<file path="src/rtl/uart_tx_arbiter.sv">
// uart_tx_arbiter: round-robin share of one uart_tx_8n1 among NREQ byte producers.
// Ports: clk, resetn (async low); req_valid/req_data/req_ready per requester;
// tx_byte/tx_send/tx_done to the transmitter; busy, grant_id, timeout status.
// Optional macro UART_ARB_TIMEOUT_EN adds a WAIT watchdog of TIMEOUT_CYCLES.
module uart_tx_arbiter #(
    parameter int NREQ           = 4,
    parameter int TIMEOUT_CYCLES = 20000
) (
    input  logic                    clk,
    input  logic                    resetn,
    input  logic [NREQ-1:0]         req_valid,
    input  logic [8*NREQ-1:0]       req_data,
    output logic [NREQ-1:0]         req_ready,
    output logic [7:0]              tx_byte,
    output logic                    tx_send,
    input  logic                    tx_done,
    output logic                    busy,
    output logic [$clog2(NREQ)-1:0] grant_id,
    output logic                    timeout
);

    localparam int IDW = $clog2(NREQ);

    typedef enum logic [1:0] {
        S_IDLE = 2'd0,
        S_SEND = 2'd1,
        S_WAIT = 2'd2
    } state_t;

    state_t          state_q, state_d;
    logic [IDW-1:0]  ptr_q, ptr_d;
    logic [IDW-1:0]  gid_q, gid_d;
    logic [7:0]      byte_q, byte_d;
    logic [NREQ-1:0] ready_q, ready_d;
    logic            send_q, send_d;
    logic            busy_q, busy_d;
    logic            to_q, to_d;

    logic            win_found;
    logic [IDW-1:0]  win_idx;

`ifdef UART_ARB_TIMEOUT_EN
    localparam int CW = $clog2(TIMEOUT_CYCLES + 1);
    logic [CW-1:0] cnt_q, cnt_d;
`endif

    // Search starts one past the last winner and wraps, so the last
    // winner has the lowest priority next time.
    always_comb begin
        logic [IDW-1:0] idx;
        win_found = 1'b0;
        win_idx   = '0;
        idx       = '0;
        for (int k = 1; k <= NREQ; k++) begin
            idx = IDW'((int'(ptr_q) + k) % NREQ);
            if (!win_found && req_valid[idx]) begin
                win_found = 1'b1;
                win_idx   = idx;
            end
        end
    end

    always_comb begin
        state_d = state_q;
        ptr_d   = ptr_q;
        gid_d   = gid_q;
        byte_d  = byte_q;
        ready_d = '0;
        send_d  = 1'b0;
        to_d    = 1'b0;
`ifdef UART_ARB_TIMEOUT_EN
        cnt_d   = cnt_q;
`endif
        unique case (state_q)
            S_IDLE: begin
                if (win_found) begin
                    byte_d           = req_data[8*win_idx +: 8];
                    gid_d            = win_idx;
                    ptr_d            = win_idx;
                    ready_d[win_idx] = 1'b1;
                    send_d           = 1'b1;
                    state_d          = S_SEND;
                end
            end
            S_SEND: begin
                // tx_done here is dropped on purpose.
                state_d = S_WAIT;
`ifdef UART_ARB_TIMEOUT_EN
                cnt_d   = '0;
`endif
            end
            S_WAIT: begin
                if (tx_done) begin
                    state_d = S_IDLE;
`ifdef UART_ARB_TIMEOUT_EN
                end else if (cnt_q == CW'(TIMEOUT_CYCLES - 1)) begin
                    state_d = S_IDLE;
                    to_d    = 1'b1;
                end else begin
                    cnt_d = cnt_q + 1'b1;
`endif
                end
            end
            default: state_d = S_IDLE;
        endcase
        busy_d = (state_d != S_IDLE);
    end

    always_ff @(posedge clk or negedge resetn) begin
        if (!resetn) begin
            state_q <= S_IDLE;
            ptr_q   <= IDW'(NREQ - 1);
            gid_q   <= '0;
            byte_q  <= '0;
            ready_q <= '0;
            send_q  <= 1'b0;
            busy_q  <= 1'b0;
            to_q    <= 1'b0;
`ifdef UART_ARB_TIMEOUT_EN
            cnt_q   <= '0;
`endif
        end else begin
            state_q <= state_d;
            ptr_q   <= ptr_d;
            gid_q   <= gid_d;
            byte_q  <= byte_d;
            ready_q <= ready_d;
            send_q  <= send_d;
            busy_q  <= busy_d;
            to_q    <= to_d;
`ifdef UART_ARB_TIMEOUT_EN
            cnt_q   <= cnt_d;
`endif
        end
    end

    assign req_ready = ready_q;
    assign tx_byte   = byte_q;
    assign tx_send   = send_q;
    assign busy      = busy_q;
    assign grant_id  = gid_q;
    assign timeout   = to_q;

endmodule
</file>
<file path="config.mk">
export PLATFORM = sky130hd
export DESIGN_NAME = uart_tx_arbiter
export DESIGN_NICKNAME = d
export VERILOG_FILES = /design/src/rtl/uart_tx_arbiter.sv
export SDC_FILE = /design/constraint.sdc
export NUM_CORES = 1
export LEC_CHECK = 0
export ABC_CLOCK_PERIOD_IN_PS = 3200
export BUFFER_PORTS_ARGS = -buffer_cell sky130_fd_sc_hd__buf_2
export CAP_MARGIN = 20
export CORE_AREA = 5 5 61 63
export DETAILED_ROUTE_END_ITERATION = 8
export DIE_AREA = 0 0 66 68
export GPL_TIMING_DRIVEN = 0
export PLACE_DENSITY_LB_ADDON = 0.2
export SLEW_MARGIN = 40
export SYNTH_ARGS = -nofsm -noshare
export SYNTH_HDL_FRONTEND = slang
export SYNTH_SLANG_ARGS = --single-unit
</file>
<file path="constraint.sdc">
create_clock -name clk -period 3.2 [get_ports clk]
set_clock_uncertainty 0.2 [all_clocks]
set_input_delay 0.32 -clock clk [delete_from_list [all_inputs] [get_ports clk]]
set_output_delay 0.32 -clock clk [all_outputs]
set_load 0.1 [all_outputs]
</file>
==> flow_summary.json <==
{
  "finalSetupTns_ps": 0,
  "synth_compound_area_share_pct": 13.0,
  "boundaryPins": 56,
  "synth_common_cells": "dfrtp_1, mux2i_1, nand2_1",
  "end_kind": "flip-flop",
  "place_hpwl_um": 1960,
  "synthesis.nets": 133,
  "slowest_stage": "dfstp_2",
  "dr.pass1.iters": 4,
  "ys_warn_count": 0,
  "synth_async_sr_flop_share_pct": 100,
  "grt_pass1_wl_um": 4260,
  "rows": 21,
  "timing.fmax_ghz": 0.511,
  "synthMuxAreaShare_pct": 17.6,
  "critPathLaunchType": "flip-flop",
  "synth_top_area_share_pct": 43.7,
  "critPathBufInv": 2,
  "hold_viol_final": 0,
  "yosys.area_share.simple_pct": 11.4,
  "cts_sinks": 20,
  "routedWlPerCell_um": 12.6,
  "cp.arrival_ps": 1940,
  "ctsResizeCount": 0,
  "antenna_found_initial": 0,
  "slew_violations": 0,
  "regToRegEndpoint": "tx_byte[5]",
  "crit_cells": 6,
  "die_w_um": 66,
  "grt.overflow.total": 0,
  "maxCapViolations": 0,
  "drtAntennaViolNets": 0,
  "gp_congestion": 0.643,
  "area_growth_pct": 37.9,
  "drive_above_1_share_pct": 47.1,
  "path_clk_slew_ps": 120,
  "rrSetupSlack_ps": 1240,
  "critPathMaxFanout": 10,
  "fin_nets": 193,
  "slowest_delay_ps": 540,
  "cts_tree": "done",
  "reg2regPathDepth": 6,
  "grt_usage_pct": 12.3,
  "synth_cells": 94,
  "syn_area_sq_mm": 0.00103,
  "synth.area.top_cells": "dfrtp_1, mux2i_1, o221ai_1, nand2_1, dfstp_2",
  "ys_seq_elements": 20,
  "crit_top_cell": "mux2i_1",
  "num_vias": 888,
  "clk_latency_ps": 300,
  "synth_most_common_cell": "dfrtp_1",
  "crit_chain": "buf_6, mux2i_1, o221a_4, buf_8, mux2i_1, o221ai_1",
  "cts-hold-fix-buffers": 1,
  "drt-initial-drc-count": 44,
  "cts_root_buffer": "clkbuf_4",
  "synth.distinct_cells": 22,
  "crit_type": "reg -> reg",
  "synth_top_area_cell": "dfrtp_1",
  "synth-edff-count": 0,
  "cp.required_ps": 3180,
  "grt_pass1_vias": 939,
  "critPathTopFamily": "flip-flops",
  "diodes": 0,
  "min_path_type": "in -> reg",
  "ys.flop_type": "dfrtp_1",
  "rsz0062_at_grt": "false",
  "cp-startpoint": "ptr_q[1]",
  "syn_avg_cell_area_sq_um": 11.0,
  "ys_seq_area_share_pct": 48.8,
  "setup_viol": 0,
  "start_util_pct": 32.4,
  "fp.dieH_um": 68,
  "vias_per_cell": 4.46,
  "dieArea_sq_mm": 0.00449,
  "crit_end": "tx_byte[5]",
  "final.min_clock_period_ps": 1960,
  "numCtsBuffers": 3,
  "drc": 0,
  "drt_wl_total_um": 2510,
  "grt_max_degree": 21,
  "htree_levels": 1,
  "synthAdderAreaFrac_pct": 0,
  "portBuffers": 54,
  "status": "completed",
  "synth_xor_xnor_area_share_pct": 0,
  "fin_crit_sh_pct": 61.1,
  "cts_setup_buffers": 0,
  "core_sq_mm": 0.00318,
  "regToRegStartpoint": "ptr_q[1]",
  "synth_top_family_by_area": "multiplexers",
  "ctsLongestPathBuffers": 2
}
-- worst register-to-register path: stages (launching register included) --
cell and delay [ps]:
dfstp_2 540, buf_6 110, mux2i_1 220, o221a_4 270, buf_8 160, mux2i_1 210, o221ai_1 140
-- cell families after synthesis --
kind of cell,after synthesis
compound gates,16
buf+inv,11
flops,20
mux,18
other cells,1
simple gates,28
-- registers in the layout, summed over array words and instances, names as in the netlist --
| signal | flops |
|---|---|
| tx_byte | 8 |
| req_ready | 4 |
| grant_id | 2 |
| ptr_q | 2 |
| state_q | 2 |
| busy | 1 |
| tx_send | 1 |
-- placed cells by master, fill, tap and decap left out, drive strengths merged, types with 3 or more instances in the layout --
cell / instances
inv: 3
nand2b: 3
a21oi: 5
mux2i: 17
o221ai: 8
dfrtp: 18
clkbuf: 3
nand2: 15
nor2: 9
buf: 61
-- how the worst min path moves through the flow --
| stage | startpoint | to | cells past startpoint |
|---|---|---|---|
| floorplan | resetn | busy | 0 |
| global placement | resetn | tx_send | 1 |
| detailed placement | resetn | tx_send | 1 |
| CTS | req_data[9] | tx_byte[1] | 3 |
| global route | req_data[15] | tx_byte[7] | 3 |
| finish | req_data[9] | tx_byte[1] | 3 |
-- routing by layer --
metal	part of all wire [%]	routed length (um)	global-route usage (%)
met1	44	1100	14.9
met2	45	1140	20.5
met3	10	255	4.27
met4	0.44	11	3.81
met5	0	0	0
-- metrics by stage --
step | worst slack (ps) | hold WS, ps | util (%) | instances | instance area, sq um
floorplan | 1380 | -176 | - | 94 | 1030
CTS | 1230 | 125 | 44.7 | 199 | 1420
global placement | 1280 | 88.0 | 42.7 | 194 | 1360
detailed placement | 1220 | 96.4 | 42.7 | 194 | 1360
finish | 1240 | 136 | 44.7 | 199 | 1420
global route | 1120 | 133 | 44.7 | 199 | 1420
-- layout make-up --
cell class	instances	area, sq um
plain buffers	7	75.1
repair buffers	55	280
multi-input cells	63	437
well taps	46	57.6
flip-flops and latches	20	503
fillers	316	1760
clock buffers	3	22.5
inverters	4	16.3
clock inverters	1	30.0
Power is left out: the tool's default activity adds up to more than one toggle a clock period on the data nets, which glitch-free logic cannot reach.
